===== src/rtl/mmu_access_sequencer_if.sv =====
// Bundle of the core-side request/response handshake and the mmu word port.
//   req_*  : core -> sequencer load/store request (valid/ready)
//   rsp_*  : sequencer -> core response (valid/ready)
//   mmu_*  : sequencer <-> mmu (address_in, mode, data_in, data_out)
// slave  : the sequencer's view.
// master : the environment's view (core plus mmu).
interface mmu_access_sequencer_if;
    logic        req_valid;
    logic        req_ready;
    logic [31:0] req_addr;
    logic        req_write;
    logic [31:0] req_wdata;
    logic [3:0]  req_be;
    logic        rsp_valid;
    logic        rsp_ready;
    logic [31:0] rsp_rdata;
    logic        rsp_error;
    logic [31:0] mmu_address;
    logic        mmu_mode;
    logic [31:0] mmu_wdata;
    logic [31:0] mmu_rdata;

    modport slave (
        input  req_valid, req_addr, req_write, req_wdata, req_be, rsp_ready, mmu_rdata,
        output req_ready, rsp_valid, rsp_rdata, rsp_error, mmu_address, mmu_mode, mmu_wdata
    );

    modport master (
        output req_valid, req_addr, req_write, req_wdata, req_be, rsp_ready, mmu_rdata,
        input  req_ready, rsp_valid, rsp_rdata, rsp_error, mmu_address, mmu_mode, mmu_wdata
    );
endinterface


===== src/rtl/mmu_access_sequencer.sv =====
// Upstream stage of the mmu: turns core load/store requests into mmu cycles.
// Loads wait out the mmu's registered read latency; partial-byte stores are done as
// read-modify-write because the mmu is word-only; misaligned or unmapped addresses are
// answered with an error without touching the mmu.
// Ports:
//   clock  : system clock
//   reset  : synchronous, active-high
//   bus    : mmu_access_sequencer_if.slave (req_*, rsp_*, mmu_* signals)
// Parameters:
//   READ_LATENCY : cycles from mmu address stable to mmu data_out valid (1..4)
//   MAPPED_END   : highest mapped byte address (inclusive)
module mmu_access_sequencer #(
    parameter int unsigned READ_LATENCY = 1,
    parameter logic [31:0] MAPPED_END   = 32'h0000_0fff
) (
    input logic                   clock,
    input logic                   reset,
    mmu_access_sequencer_if.slave bus
);

    typedef enum logic [1:0] {StIdle, StRdWait, StWrite, StResp} state_e;

    state_e      state_q, state_d;
    logic [2:0]  cnt_q, cnt_d;
    logic        write_q, write_d;
    logic [3:0]  be_q, be_d;
    logic [31:0] wdata_q, wdata_d;
    logic [31:0] mmu_address_q, mmu_address_d;
    logic        mmu_mode_q, mmu_mode_d;
    logic [31:0] mmu_wdata_q, mmu_wdata_d;
    logic        rsp_valid_q, rsp_valid_d;
    logic [31:0] rsp_rdata_q, rsp_rdata_d;
    logic        rsp_error_q, rsp_error_d;

    logic        accept;
    logic        bad_addr;
    logic        store_none;
    logic        store_full;
    logic [31:0] merged;

    assign bus.req_ready = (state_q == StIdle) && !reset;
    assign accept        = bus.req_valid && bus.req_ready;
    assign bad_addr      = (bus.req_addr[1:0] != 2'b00) || (bus.req_addr > MAPPED_END);
    assign store_none    = bus.req_write && (bus.req_be == 4'h0);
    assign store_full    = bus.req_write && (bus.req_be == 4'hf);

    // Enabled bytes come from the store data, the rest from the word just read.
    always_comb begin
        merged = '0;
        for (int i = 0; i < 4; i++) begin
            merged[8*i +: 8] = be_q[i] ? wdata_q[8*i +: 8] : bus.mmu_rdata[8*i +: 8];
        end
    end

    always_ff @(posedge clock) begin
        if (reset) begin
            state_q <= StIdle;
        end else begin
            state_q <= state_d;
        end
    end

    always_comb begin
        state_d = state_q;
        unique case (state_q)
            StIdle: begin
                if (accept) begin
                    if (bad_addr || store_none) begin
                        state_d = StResp;
                    end else if (store_full) begin
                        state_d = StWrite;
                    end else begin
                        state_d = StRdWait;
                    end
                end
            end
            StRdWait: begin
                if (cnt_q == 3'd0) begin
                    state_d = write_q ? StWrite : StResp;
                end
            end
            StWrite: state_d = StResp;
            StResp: begin
                if (bus.rsp_ready) begin
                    state_d = StIdle;
                end
            end
            default: state_d = StIdle;
        endcase
    end

    // Next values of the registered outputs and request latches.
    always_comb begin
        cnt_d         = cnt_q;
        write_d       = write_q;
        be_d          = be_q;
        wdata_d       = wdata_q;
        mmu_address_d = mmu_address_q;
        mmu_mode_d    = mmu_mode_q;
        mmu_wdata_d   = mmu_wdata_q;
        rsp_valid_d   = rsp_valid_q;
        rsp_rdata_d   = rsp_rdata_q;
        rsp_error_d   = rsp_error_q;
        unique case (state_q)
            StIdle: begin
                if (accept) begin
                    write_d     = bus.req_write;
                    be_d        = bus.req_be;
                    wdata_d     = bus.req_wdata;
                    rsp_rdata_d = '0;
                    rsp_error_d = 1'b0;
                    if (bad_addr) begin
                        rsp_valid_d = 1'b1;
                        rsp_error_d = 1'b1;
                    end else if (store_none) begin
                        rsp_valid_d = 1'b1;
                    end else if (store_full) begin
                        mmu_address_d = bus.req_addr;
                        mmu_mode_d    = 1'b1;
                        mmu_wdata_d   = bus.req_wdata;
                    end else begin
                        mmu_address_d = bus.req_addr;
                        mmu_mode_d    = 1'b0;
                        cnt_d         = 3'(READ_LATENCY);
                    end
                end
            end
            StRdWait: begin
                // cnt starts at READ_LATENCY, so this state lasts READ_LATENCY+1 cycles.
                if (cnt_q == 3'd0) begin
                    if (write_q) begin
                        wdata_d     = merged;
                        mmu_wdata_d = merged;
                        mmu_mode_d  = 1'b1;
                    end else begin
                        rsp_valid_d = 1'b1;
                        rsp_rdata_d = bus.mmu_rdata;
                    end
                end else begin
                    cnt_d = cnt_q - 3'd1;
                end
            end
            StWrite: begin
                mmu_mode_d  = 1'b0;
                rsp_valid_d = 1'b1;
                rsp_rdata_d = '0;
                rsp_error_d = 1'b0;
            end
            StResp: begin
                if (bus.rsp_ready) begin
                    rsp_valid_d = 1'b0;
                end
            end
            default: ;
        endcase
    end

    always_ff @(posedge clock) begin
        if (reset) begin
            cnt_q         <= '0;
            write_q       <= 1'b0;
            be_q          <= '0;
            wdata_q       <= '0;
            mmu_address_q <= '0;
            mmu_mode_q    <= 1'b0;
            mmu_wdata_q   <= '0;
            rsp_valid_q   <= 1'b0;
            rsp_rdata_q   <= '0;
            rsp_error_q   <= 1'b0;
        end else begin
            cnt_q         <= cnt_d;
            write_q       <= write_d;
            be_q          <= be_d;
            wdata_q       <= wdata_d;
            mmu_address_q <= mmu_address_d;
            mmu_mode_q    <= mmu_mode_d;
            mmu_wdata_q   <= mmu_wdata_d;
            rsp_valid_q   <= rsp_valid_d;
            rsp_rdata_q   <= rsp_rdata_d;
            rsp_error_q   <= rsp_error_d;
        end
    end

    assign bus.mmu_address = mmu_address_q;
    assign bus.mmu_mode    = mmu_mode_q;
    assign bus.mmu_wdata   = mmu_wdata_q;
    assign bus.rsp_valid   = rsp_valid_q;
    assign bus.rsp_rdata   = rsp_rdata_q;
    assign bus.rsp_error   = rsp_error_q;

endmodule

===== src/flat_wrapper.sv =====
// flat-port wrapper written by rule: the top's interface ports become plain ports
module mmu_access_sequencer_flat 
#(
    parameter int unsigned READ_LATENCY = 1,
    parameter logic [31:0] MAPPED_END   = 32'h0000_0fff
)
  (clock, reset, bus_req_valid, bus_req_addr, bus_req_write, bus_req_wdata, bus_req_be, bus_rsp_ready, bus_mmu_rdata, bus_req_ready, bus_rsp_valid, bus_rsp_rdata, bus_rsp_error, bus_mmu_address, bus_mmu_mode, bus_mmu_wdata);
  mmu_access_sequencer_if bus_i ();
  input logic clock;
  input logic reset;
  input wire logic [$bits(bus_i.req_valid)-1:0] bus_req_valid;
  input wire logic [$bits(bus_i.req_addr)-1:0] bus_req_addr;
  input wire logic [$bits(bus_i.req_write)-1:0] bus_req_write;
  input wire logic [$bits(bus_i.req_wdata)-1:0] bus_req_wdata;
  input wire logic [$bits(bus_i.req_be)-1:0] bus_req_be;
  input wire logic [$bits(bus_i.rsp_ready)-1:0] bus_rsp_ready;
  input wire logic [$bits(bus_i.mmu_rdata)-1:0] bus_mmu_rdata;
  output wire logic [$bits(bus_i.req_ready)-1:0] bus_req_ready;
  output wire logic [$bits(bus_i.rsp_valid)-1:0] bus_rsp_valid;
  output wire logic [$bits(bus_i.rsp_rdata)-1:0] bus_rsp_rdata;
  output wire logic [$bits(bus_i.rsp_error)-1:0] bus_rsp_error;
  output wire logic [$bits(bus_i.mmu_address)-1:0] bus_mmu_address;
  output wire logic [$bits(bus_i.mmu_mode)-1:0] bus_mmu_mode;
  output wire logic [$bits(bus_i.mmu_wdata)-1:0] bus_mmu_wdata;
  assign bus_i.req_valid = bus_req_valid;
  assign bus_i.req_addr = bus_req_addr;
  assign bus_i.req_write = bus_req_write;
  assign bus_i.req_wdata = bus_req_wdata;
  assign bus_i.req_be = bus_req_be;
  assign bus_i.rsp_ready = bus_rsp_ready;
  assign bus_i.mmu_rdata = bus_mmu_rdata;
  assign bus_req_ready = bus_i.req_ready;
  assign bus_rsp_valid = bus_i.rsp_valid;
  assign bus_rsp_rdata = bus_i.rsp_rdata;
  assign bus_rsp_error = bus_i.rsp_error;
  assign bus_mmu_address = bus_i.mmu_address;
  assign bus_mmu_mode = bus_i.mmu_mode;
  assign bus_mmu_wdata = bus_i.mmu_wdata;
  mmu_access_sequencer #(.READ_LATENCY(READ_LATENCY), .MAPPED_END(MAPPED_END)) u_core (.clock(clock), .reset(reset), .bus(bus_i));
endmodule

===== config.mk =====
export PLATFORM = sky130hd
export DESIGN_NAME = mmu_access_sequencer_flat
export DESIGN_NICKNAME = d
export VERILOG_FILES = /design/src/rtl/mmu_access_sequencer_if.sv /design/src/rtl/mmu_access_sequencer.sv /design/src/flat_wrapper.sv
export SDC_FILE = /design/constraint.sdc
export NUM_CORES = 1
export LEC_CHECK = 0
export BUFFER_PORTS_ARGS = -buffer_cell sky130_fd_sc_hd__buf_2
export CORE_MARGIN = 3
export CORE_UTILIZATION = 54
export DETAILED_ROUTE_END_ITERATION = 8
export PLACE_DENSITY_LB_ADDON = 0.3
export SYNTH_ARGS = -nofsm -noshare
export SYNTH_HDL_FRONTEND = slang
export SYNTH_SLANG_ARGS = --single-unit

===== constraint.sdc =====
create_clock -name clock -period 3.6 [get_ports clock]
set_clock_uncertainty 0.15 [all_clocks]
set_input_delay 0.72 -clock clock [delete_from_list [all_inputs] [get_ports clock]]
set_output_delay 0.72 -clock clock [all_outputs]
set_load 0.02 [all_outputs]

==> impl_metrics.yaml <==
run_status:
  status: "finished clean"
clocking:
  clk_latency_ns: 0.52
  htreeDepth: 4
  clk_pin_slew_worst_paths_ns: 0.06
  cts_setup_buffers: 0
  tritoncts: "yes"
  cts_resized: 0
  cts_buffers: 17
  cts_hold_buffers: 0
  root_buffer: "clkbuf_8"
  clkSinkCount: 141
  clockBufferDepth: 2
finish:
  layout.cells.non_filler: 1029
  nNetsFinal: 993
  final_util: 0.721
  antenna_cells: 0
  fill_cells: 801
  area_growth_pct: 26.6
  drive_gt1_frac: 0.292
global_routing:
  gr-usage-all-layers: 0.271
  antenna_found_initial: 0
  grt_max_degree: 79
  globalRouteOverflowTotal: 0
  grt_pass1_wl_um: 27700
  grt_pass1_vias: 5657
sta:
  worstMarginPinSlew_ns: 0.990
  slew_headroom: 0.337
  setup_viol: 0
  fin_crit_ns: 2.92
  whs_ns: 0.280
  hold_viol: 0
  max_freq_ghz: 0.342
  rsz0062_at_grt: "false"
  slew_violations: 0
  min_period_over_period: 0.812
  fin_setup_tns_ns: 0
synth:
  synth.avg_cell_area_um2: 8.54
  syn-num-nets: 817
  synthArstFlopShare: 0
  synth_area_um2: 6010
  yosysTopAreaCell: "dfxtp_1"
  yosys_most_used_dff: "dfxtp_1"
  ys_seq_area_frac: 0.470
  yosys_register_bits: 141
  synth_cell_types: 44
  yosys-top-cells-area: "dfxtp_1 47%, a21oi_1 8.8%, mux2i_1 7.2%"
  synth-edff-count: 0
  synth_warnings: 0
  yosysMostFrequentCell: "dfxtp_1"
  yosys-top-cells-count: "141 x dfxtp_1, 106 x a21oi_1, 82 x nor2_1"
  synthCells: 704
  synth_top_area_frac: 0.470
worst_hold_path:
  hold-path-cell-count: 3
  whs_endpoint: "u_core.bus.mmu_address[3]"
  hold_path_class: "in -> reg"
  hold_path.startpoint: "bus_req_addr[3]"
drt:
  drt_wl_total_um: 17200
  drtIter0Drc: 679
  ant_nets: 0
  dr.pass1.iters: 7
  wire_per_inst_um: 16.7
  drc: 0
  vias: 5879
  viasPerCell: 5.71
critical_path:
  required_ns: 2.73
  rr_worst_depth: 8
  cp_slowest_cell: "ha_1"
  rrSetupSlack_ns: 0.92
  path_max_fanout: 17
  r2r_end: "u_core.wdata_q[5]"
  cp.arrival_ns: 2.05
  slowest_delay_ns: 0.56
  r2r-start: "u_core.state_q[0]"
  cp_top_family: "adder cells"
  cp_num_buf_inv: 3
  critPathLaunchType: "register"
  path_cells: "inv_1, ha_1, inv_2, nor2_1, buf_2"
  crit_type: "reg -> out"
  endpoint_kind: "primary output"
power:
  power_uw: 6070
  p_leak_uw: 0.00330
  vdd_drop_max_v: 0.000742
  power.density_nw_per_um2: 797
placement:
  place.port_buffers: 204
  place_inst: 997
  hpwl_um: 11500
  place.gp.congestion: 0.938
run:
  maxCapViolCount: 0
floorplanning:
  fp-row-count: 37
  top_level_ports: 205
  die_height_um: 112
  initial_utilization: 0.570
  coreArea_um2: 10600
  die_w_um: 112
  die_area_um2: 12400
-- worst min-delay path: stages --
cell and delay (ns):
buf_2 0.08, mux2i_1 0.05, nor2_1 0.07
-- sequential cells by signal (all words and copies together) (netlist names) --
name / count
u_core.write_q: 1
u_core.bus.mmu_address: 32
u_core.cnt_q: 3
u_core.bus.rsp_rdata: 32
u_core.wdata_q: 32
u_core.bus.mmu_mode: 1
u_core.bus.rsp_error: 1
u_core.bus.rsp_valid: 1
u_core.be_q: 4
u_core.bus.mmu_wdata: 32
u_core.state_q: 2
-- cell families after synthesis --
| logic type | after synthesis | share of synthesized area |
|---|---|---|
| AO/OA/AOI/OAI | 188 | 0.180 |
| adder cells (fa/ha/maj) | 8 | 0.0166 |
| buffers and inverters | 64 | 0.0481 |
| flip-flops | 141 | 0.470 |
| multiplexers | 44 | 0.0735 |
| AND/OR/NAND/NOR | 259 | 0.212 |
-- through the flow --
stage	instance area (µm²)	setup WS [ns]
after floorplan	6010	1.36
final	7610	0.676
after global routing	7610	0.570
after global placement	7050	0.919
after detailed placement	7050	0.821
after CTS	7610	0.681
-- layout make-up --
| class | count | area (µm²) | area share |
|---|---|---|---|
| timing repair buffer | 214 | 1120 | 0.148 |
| clock buffer | 18 | 428 | 0.0562 |
| clock inverter | 14 | 136 | 0.0179 |
| inverter | 7 | 26.3 | 0.00345 |
| sequential | 141 | 2820 | 0.371 |
| multi-input combinational | 499 | 2910 | 0.382 |
| tap | 136 | 170 | 0.0224 |
-- report_power, final --
group,internal (µW),switching [µW]
combinational,741,1580
sequential,1900,212
clock,947,697
-- per-layer routing --
metal	vias up	GRT usage	routed length (µm)
met2	294	0.449	8270
li1	2786	-	-
met3	34	0.0690	1320
met5	-	0	0
met1	2765	0.334	7180
met4	0	0.120	409
-- cell usage in the layout, fill, tap and decap left out, drive strengths merged, types with 8 or more instances in the layout --
cell type / n
inv: 11
ha: 8
nand3: 40
a21oi: 106
buf: 214
dfxtp: 141
nor2: 82
o21ai: 38
clkbuf: 18
nand2: 81
and2: 24
a22oi: 32
mux2i: 43
-- worst max path at each step --
stage	startpoint	end	slack (ns)	depth (start not counted)
6_report	u_core.state_q[0]	bus_req_ready	0.68	5
5_1_grt	u_core.state_q[0]	bus_req_ready	0.57	5
4_1_cts	u_core.state_q[0]	bus_req_ready	0.68	5
3_5_place_dp	bus_req_be[0]	u_core.bus.mmu_address[28]	0.82	6
3_3_place_gp	bus_req_be[0]	u_core.bus.mmu_address[22]	0.92	6
2_1_floorplan	bus_req_addr[24]	u_core.bus.mmu_address[2]	1.36	6
(Power assumes the default switching activity.)
